==> src/rtl/ds_syn_accum_pkg.sv <==
// Shared Q0.14 constants and FSM state type for the DS neuron array.
package ds_snn_pkg;

    localparam int DS_W    = 14;
    localparam int DS_FRAC = 14;

    localparam logic [DS_W-1:0] DS_SAT_MAX = DS_W'((1 << DS_W) - 1);

    typedef enum logic [1:0] {
        IDLE,
        DECAY,
        SCAN,
        OUT
    } ds_syn_state_t;

endpackage

==> src/rtl/ds_syn_accum_if.sv <==
// Weight programming bus for the synaptic accumulator.
interface ds_syn_accum_if #(
    parameter int W  = 14,
    parameter int AW = 3
);

    logic          weight_we;
    logic [AW-1:0] weight_addr;
    logic [W-1:0]  weight_data;

    modport master (
        output weight_we,
        output weight_addr,
        output weight_data
    );

    modport slave (
        input weight_we,
        input weight_addr,
        input weight_data
    );

endinterface

==> src/rtl/ds_weight_rf.sv <==
// Synaptic weight register file: one sync write port, one async read port.
module ds_weight_rf #(
    parameter int N_IN = 8,
    parameter int W    = 14,
    parameter int AW   = 3
) (
    input  logic          clk_in,
    input  logic          reset_n,
    input  logic          we,
    input  logic [AW-1:0] wr_addr,
    input  logic [W-1:0]  wr_data,
    input  logic [AW-1:0] rd_addr,
    output logic [W-1:0]  rd_data
);

    logic [W-1:0] mem [N_IN];

    always_ff @(posedge clk_in or negedge reset_n) begin
        if (!reset_n) begin
            for (int i = 0; i < N_IN; i++) begin
                mem[i] <= '0;
            end
        end else if (we) begin
            mem[wr_addr] <= wr_data;
        end
    end

    assign rd_data = mem[rd_addr];

endmodule

==> src/rtl/ds_syn_accum.sv <==
// Synaptic current generator: per-frame decay, then sequential weight scan.
module ds_syn_accum
    import ds_snn_pkg::*;
#(
    parameter int N_IN = 8,
    parameter int W    = DS_W,
    parameter int AW   = 3
) (
    input  logic            clk_in,
    input  logic            reset_n,
    input  logic            frame_en,
    input  logic [N_IN-1:0] pre_spike,
    input  logic [W-1:0]    decay,
    ds_syn_accum_if.slave   wr,
    output logic [W-1:0]    syn_o,
    output logic            syn_valid,
    output logic            busy
);

    localparam logic [AW-1:0] LAST = AW'(N_IN - 1);

    ds_syn_state_t   state;
    ds_syn_state_t   nxt;
    logic [AW-1:0]   idx;
    logic [W-1:0]    acc;
    logic [W-1:0]    w_rd;
    logic [N_IN-1:0] pending;
    logic [N_IN-1:0] snap;
    logic [2*W-1:0]  prod;
    logic [W:0]      sum;
    logic [W-1:0]    acc_sat;

    ds_weight_rf #(
        .N_IN (N_IN),
        .W    (W),
        .AW   (AW)
    ) u_rf (
        .clk_in  (clk_in),
        .reset_n (reset_n),
        .we      (wr.weight_we),
        .wr_addr (wr.weight_addr),
        .wr_data (wr.weight_data),
        .rd_addr (idx),
        .rd_data (w_rd)
    );

    always_comb begin
        prod    = {{W{1'b0}}, acc} * {{W{1'b0}}, decay};
        sum     = {1'b0, acc} + {1'b0, w_rd};
        acc_sat = sum[W] ? '1 : sum[W-1:0];
    end

    always_ff @(posedge clk_in or negedge reset_n) begin
        if (!reset_n) begin
            state <= IDLE;
        end else begin
            state <= nxt;
        end
    end

    // A frame always runs to OUT; frame_en is only consulted at its edges.
    always_comb begin
        nxt = state;
        unique case (state)
            IDLE:    if (frame_en) nxt = DECAY;
            DECAY:   nxt = SCAN;
            SCAN:    if (idx == LAST) nxt = OUT;
            OUT:     nxt = frame_en ? DECAY : IDLE;
            default: nxt = IDLE;
        endcase
    end

    always_ff @(posedge clk_in or negedge reset_n) begin
        if (!reset_n) begin
            idx       <= '0;
            acc       <= '0;
            pending   <= '0;
            snap      <= '0;
            syn_o     <= '0;
            syn_valid <= 1'b0;
            busy      <= 1'b0;
        end else begin
            busy      <= (nxt != IDLE);
            syn_valid <= (state == OUT);
            // Same-cycle spikes bypass pending so none fall between frames.
            if (state == DECAY) begin
                snap    <= pending | pre_spike;
                pending <= '0;
            end else begin
                pending <= pending | pre_spike;
            end
            unique case (state)
                DECAY: begin
                    acc <= prod[2*W-1:W];
                    idx <= '0;
                end
                SCAN: begin
                    if (snap[idx]) acc <= acc_sat;
                    idx <= idx + 1'b1;
                end
                OUT:     syn_o <= acc;
                default: ;
            endcase
        end
    end

endmodule
==> src/flat_wrapper.sv <==
// flat-port wrapper written by rule: the top's interface ports become plain ports
module ds_syn_accum_flat import ds_snn_pkg::*;
#(
    parameter int N_IN = 8,
    parameter int W    = DS_W,
    parameter int AW   = 3
)
  (clk_in, reset_n, frame_en, pre_spike, decay, syn_o, syn_valid, busy, wr_weight_we, wr_weight_addr, wr_weight_data);
  ds_syn_accum_if #(.W(W), .AW(AW)) wr_i ();
  input  logic clk_in;
  input  logic reset_n;
  input  logic frame_en;
  input  logic [N_IN-1:0] pre_spike;
  input  logic [W-1:0] decay;
  output logic [W-1:0] syn_o;
  output logic syn_valid;
  output logic busy;
  input wire logic [$bits(wr_i.weight_we)-1:0] wr_weight_we;
  input wire logic [$bits(wr_i.weight_addr)-1:0] wr_weight_addr;
  input wire logic [$bits(wr_i.weight_data)-1:0] wr_weight_data;
  assign wr_i.weight_we = wr_weight_we;
  assign wr_i.weight_addr = wr_weight_addr;
  assign wr_i.weight_data = wr_weight_data;
  ds_syn_accum #(.N_IN(N_IN), .W(W), .AW(AW)) u_core (.clk_in(clk_in), .reset_n(reset_n), .frame_en(frame_en), .pre_spike(pre_spike), .decay(decay), .wr(wr_i), .syn_o(syn_o), .syn_valid(syn_valid), .busy(busy));
endmodule
==> config.mk <==
export PLATFORM = sky130hd
export DESIGN_NAME = ds_syn_accum_flat
export DESIGN_NICKNAME = d
export VERILOG_FILES = /design/src/rtl/ds_syn_accum_pkg.sv /design/src/rtl/ds_syn_accum_if.sv /design/src/rtl/ds_weight_rf.sv /design/src/rtl/ds_syn_accum.sv /design/src/flat_wrapper.sv
export SDC_FILE = /design/constraint.sdc
export NUM_CORES = 1
export LEC_CHECK = 0
export BUFFER_PORTS_ARGS = -buffer_cell sky130_fd_sc_hd__buf_2
export CAP_MARGIN = 10
export CORE_ASPECT_RATIO = 2
export CORE_MARGIN = 2
export CORE_UTILIZATION = 50
export CTS_CLUSTER_DIAMETER = 150
export DETAILED_ROUTE_END_ITERATION = 6
export PLACE_DENSITY = 0.76
export REMOVE_ABC_BUFFERS = 1
export SKIP_LAST_GASP = 1
export SLEW_MARGIN = 10
export SYNTH_ARGS = -nofsm -noshare
export SYNTH_HDL_FRONTEND = slang
export SYNTH_SLANG_ARGS = --single-unit
==> constraint.sdc <==
create_clock -name clk_in -period 5.5 [get_ports clk_in]
set_input_delay 0.55 -clock clk_in [delete_from_list [all_inputs] [get_ports clk_in]]
set_output_delay 0.55 -clock clk_in [all_outputs]
set_load 0.005 [all_outputs]
# [After elaboration in Yosys (flattened, before gate mapping)]
# Index checks and enable logic that the tools add are counted.
# W data, S select, Z words.
[word_totals] register_bits=163 in_bits=43 output_inout_bits=16 word_cells=53
[classes] n_addsub=2 mul=1 magnitude_cmp=4 eq_ne=5 mux=17 bitwise=3 reduce_logical=5
[ops] cell="$bwmux W112" count=1
[ops] cell="$mux W14" count=5
[ops] cell="$bmux W14 S3" count=1
[ops] cell="$demux W14 S3" count=1
[ops] cell="$mul A14 B14 Y28" count=1
[ops] cell="$pmux W14 S2" count=1
[ops] cell="$add A14 B14 Y15" count=1
[ops] cell="$ge A4 B4 Y1 const B" count=2
[ops] cell="$mux W8" count=1
[ops] cell="$not A3 Y4" count=2
[ops] cell="$or A8 B8 Y8" count=1
[ops] cell="$pmux W2 S4" count=1
[ops] cell="$pmux W3 S2" count=1
[ops] cell="$eq A2 B2 Y1 const B" count=2
[ops] cell="$lt A3 B4 Y1 const B" count=1
[ops] cell="$lt A4 B1 Y1 const B" count=1
[ops] cell="$mux W2" count=2
[ops] cell="$reduce_bool A2 Y1" count=2
[ops] cell="$add A3 B1 Y3 const B" count=1
[ops] cell="$bmux W1 S3" count=1
[ops] cell="$eq A3 B3 Y1 const B" count=1
[ops] cell="$eq A2 B1 Y1 const B" count=1
[ops] cell="$logic_not A2 Y1" count=1
[ops] cell="$mux W1" count=2
[ops] cell="other kinds (3)" count=3

# [Longest topological paths before layout]
[logic_depth] word_depth=8 depth_mapped=23 depth_no_buf=22

# [Cells and area by module]
# A second synthesis with hierarchy kept.
[unflattened] hier_cells=1272 area_unflattened_um2=14108.5
[by_module_without_submodules] module="ds_syn_accum" n_inst=1 cells_per_inst=980 area_per_inst_um2=8953.6 seq_area_each_um2=1276.2
[by_module_without_submodules] module="ds_weight_rf" n_inst=1 cells_per_inst=292 area_per_inst_um2=5154.9 seq_area_each_um2=2802.7

# [Worst setup path before layout]
# Ideal clock, no wire load.
[synth_path] path_kind="input to register" from="in decay[2]" to="reg u_core.acc[8]" setup_time_ns=0.094 arrival_ns=5.904 required_time_ns=5.406 path_slack_ns=-0.498 cell_stages=23 n_path_buf=1 cell_sequence="clkbuf_1 and2_1 fa_1 inv_1 fa_1 inv_1 fa_1 inv_1 fa_1 inv_1 fa_1 inv_1 fa_1 inv_1 ha_1 a21oi_1 nand2_1 nor3_1 o21ai_1 a211oi_1 o21ai_1 xnor2_1 a211oi_1"
[synth_between] elab_chain_len=2
[synth_lines] element="from (decl)" line="flat_wrapper.sv:14" source="input logic [W-1:0] decay;"
[synth_lines] element="$mul A14 B14 Y28" line="ds_syn_accum.sv:48" source="prod = {{W{1'b0}}, acc} * {{W{1'b0}}, decay};"
[synth_lines] element="$pmux W14 S2" line="ds_syn_accum.sv:92" source="unique case (state)"
[synth_lines] element="to (signal assigned)" line="ds_syn_accum.sv:94" source="acc <= prod[2*W-1:W];"
[synth_lines] element="to (signal assigned)" line="ds_syn_accum.sv:98" source="if (snap[idx]) acc <= acc_sat;"
[synth_lines] element="to (decl)" line="ds_syn_accum.sv:25" source="logic [W-1:0] acc;"
# No other way between the ends.
# A chain may end at the register's enable or synchronous reset.

# [Worst setup path in the final report]
[layout_path] from="reg u_core.acc[5]" to="reg u_core.acc[4]"
[layout_between] elab_chain_len=4 word_cells_on_any_way=5 classes_between="add/sub (1); mul (1); mux (3)"
[layout_lines] element="parallel branches: the longest is 3 deep, another holds $mul A14 B14 Y28"
[layout_lines] element="$pmux W14 S2 *" line="ds_syn_accum.sv:92"
# Mark *: on every way between the ends. The select of a mux whose other input is x is not followed.

==> summary.txt <==
Clock network
  – Clk buf depth: 2
  – CTS buffer count: 17
  – Worst-Skew Late Latency: approximately 0.44 ns
  – Clk root buf: clkbuf_16
  – Clock sinks: around 160
  – CTS tree: done
  – Clk slew on worst S/H paths: around 0.07 ns
  – H-tree depth: 4

Worst setup path
  – Startpoint types: register
  – CP max FO: 5
  – Kind of end point of the critical path: register
  – Worst path required time: 5.86 ns
  – Crit path arrival time: 6.03 ns
  – CP Class: reg2reg
  – Length in cells of the worst reg-to-reg path: 21

Cells and area
  – Multi-input gate area: 9380 µm²
  – Final Non-Filler Cells: 1804
  – Storage element area: just over 4000 µm²
  – Layout cells sized above 1: 28.7%
  – Final nets: 1733
  – Fillcell total: 2255
  – Synthesis-to-layout area growth: 16.2%
  – Antenna cells: 0

STA
  – Final Max Tran Viols: 0
  – FMAX: 176 MHz
  – Slew @ Worst Pin: about 1.1 ns
  – Final hold violation count: 0
  – Clock skew: 0.0112 ns
  – Rel. slew slack: between 20% and 30%
  – RSZ-0062 raised after global routing: yes
  – Slack of the critical path: -0.174 ns
  – Minimum clock period: between 5 and 6 ns
  – Finish-stage setup viols: 12
  – Tcrit/Tclk final: 103%

Run
  – Max Cap Viol: 0

Outcome
  – Failing checks: negative setup slack
  – Outcome: finished, violations left

Detailed routing
  – Via count: approximately 10000
  – DR iter-0 viols: just under 500
  – 1st-pass router iterations: 6
  – Final WL: 34.0 mm
  – DRC errors left: 0
  – Routed WL per cell: 18.9 µm
  – Vias/cell: 5.68
  – Antenna viol nets, final: 0

GRT
  – GRT Total Usage: 24.3%
  – Initial antenna violation count: 0
  – Number of global-route vias before repair: 11300
  – Gr ovfl total: 0
  – First-pass GRT wire length: 55.0 mm
  – Pin count of the biggest net entering global routing: approximately 110

Synth
  – #FFs+latches synth: 163
  – Register area share after synthesis: 29.1%
  – YS warnings: 0
  – Post-synth top area share: slightly below 30%
  – Netlist cell types: 59
  – Area leader, netlist: dfrtp_1
  – EDFF count, synth: 0
  – Async set-reset flop share out of synthesis: 100%
  – Synth top area cells: dfrtp_1, fa_1, ha_1
  – Synth Flop Type: dfrtp_1
  – Gate Count Post-Synth: 1312
  – Avg Synthesized Cell Area: 10.7 µm²
  – Synth Cell Area: 14000 µm²

Placed design
  – Dpl hpwl: 26.1 mm
  – PortBufs: 58
  – Placed Cells incl. Taps: 1755
  – RePlAce Congestion: between 0.9 and 1

Floorplanning
  – Core ar.: between 20000 and 30000 µm²
  – Initial Util: around 50%
  – Top Ports: 59
  – Die height: 241 µm
  – Die W: 122 µm
  – Cell Rows: 86
  – Die Area: 29500 µm²

Worst hold path
  – Min-Delay Path Class: in2async
[per-layer routing]
metal  share of wire (%)  GRT usage [%]  vias up
met5                   0              0        -
met4                 6.6           14.6        0
met3                 3.3           3.40      157
met2                  57           46.1      311
met1                  33           24.5     5215
li1                    -              -     4557
[cell usage after synthesis, drive strengths merged (7+ instances only)]
library cell,number
mux2,127
a21oi,38
nand3,14
xnor2,16
nand2,170
dfrtp,163
o21a,7
nor2,40
ha,110
o22ai,7
clkbuf,49
fa,141
inv,179
o21ai,29
a211oi,12
and2,90
buf,7
mux4,30
[final cells by class]
| cell class | instances | share of cell area [%] |
|---|---|---|
| multi-input combinational | 914 | 57.6 |
| sequential | 163 | 25.1 |
| timing repair buffer | 164 | 6.94 |
| inverter | 179 | 4.13 |
| tap | 352 | 2.70 |
| clock buffer | 18 | 2.70 |
| clock inverter | 14 | 0.837 |
[state kept, by name, indices dropped and copies added, names as in the netlist]
register,flops
u_core.syn_o,14
u_core.pending,8
u_core.u_rf.mem,112
u_core.syn_valid,1
u_core.snap,8
u_core.acc,14
u_core.idx,3
u_core.state,2
u_core.busy,1
[path summary, 6_finish.rpt]
check                                        from                   to  slack [ns]
worst max-delay path                u_core.acc[5]        u_core.acc[4]       -0.17
worst min-delay path                      reset_n  u_core.u_rf.mem[17]        0.21
worst max register to register      u_core.acc[5]        u_core.acc[4]       -0.17
worst min register to register  u_core.pending[0]    u_core.pending[0]        0.49
max in group asynchronous                 reset_n        u_core.idx[0]        3.89
min in group clk_in                  pre_spike[3]    u_core.pending[3]        0.34
[kinds of logic after synthesis]
family          count (synthesis)  share of synthesized area (%)
simple gates                  357                           12.3
buf+inv                       235                           6.37
fa+ha+maj                     251                           30.0
compound gates                129                           5.91
flops                         163                           29.1
xor+xnor                       18                           1.12
mux                           159                           15.2
[layout by cell type (no fill, tap or decap), types with 8 or more instances in the layout]
master     Yosys  final
a21oi_1       38     34
buf_4          0     98
and2_1        90     84
mux2_2       114    114
ha_1         110    105
dfrtp_2        0      9
dfrtp_1      163    154
buf_2          3     57
buf_6          1      8
o21ai_0       16     14
inv_1        179    170
nor2_1        40     40
clkbuf_16      0     17
mux2_1        13     13
xnor2_1       16     12
mux4_2        30     30
fa_1         141    139
o21ai_1       13      9
inv_2          0      9
nand2_1      170    167
nand3_1       14     13
[through the flow]
step           worst slack [ns]  hold WS [ns]  instance area [µm²]  setup TNS, ns  util (%)
2_1_floorplan            -0.329         0.254                13800          -1.37         -
3_3_place_gp             -0.646         0.462                15200          -7.12      55.3
3_5_place_dp             -0.723         0.469                15200          -8.22      55.3
4_1_cts                  -0.160         0.244                16100          -1.14      58.5
5_1_grt                  -0.347         0.286                16300          -3.58      59.1
6_report                 -0.174         0.206                16300          -1.19      59.1
[worst max-delay path, stage by stage (launching register included)]
cell     delay (ns)
dfrtp_2        0.49
and2_4         0.17
fa_1           0.54
inv_2          0.04
fa_1           0.53
inv_1          0.05
fa_1           0.51
fa_1           0.45
fa_1           0.52
inv_2          0.05
fa_1           0.49
inv_2          0.05
ha_4           0.29
and4_1         0.20
nand3_1        0.09
a21o_1         0.21
o21ai_2        0.20
buf_4          0.16
nand2_4        0.07
xnor2_4        0.20
o22ai_1        0.11
o21ai_1        0.16
[timing repair]
item | in CTS | in global routing
buffers inserted | 12 | 5
setup endpoints to repair | 14 | 14
pin swaps | 38 | 20
hold buffers | 0 | 0
cloned | 0 | 0
resized for setup | 51 | 32
Power is not shown: default switching activity piles up to over one toggle a cycle in this logic, so the estimate is an artifact.
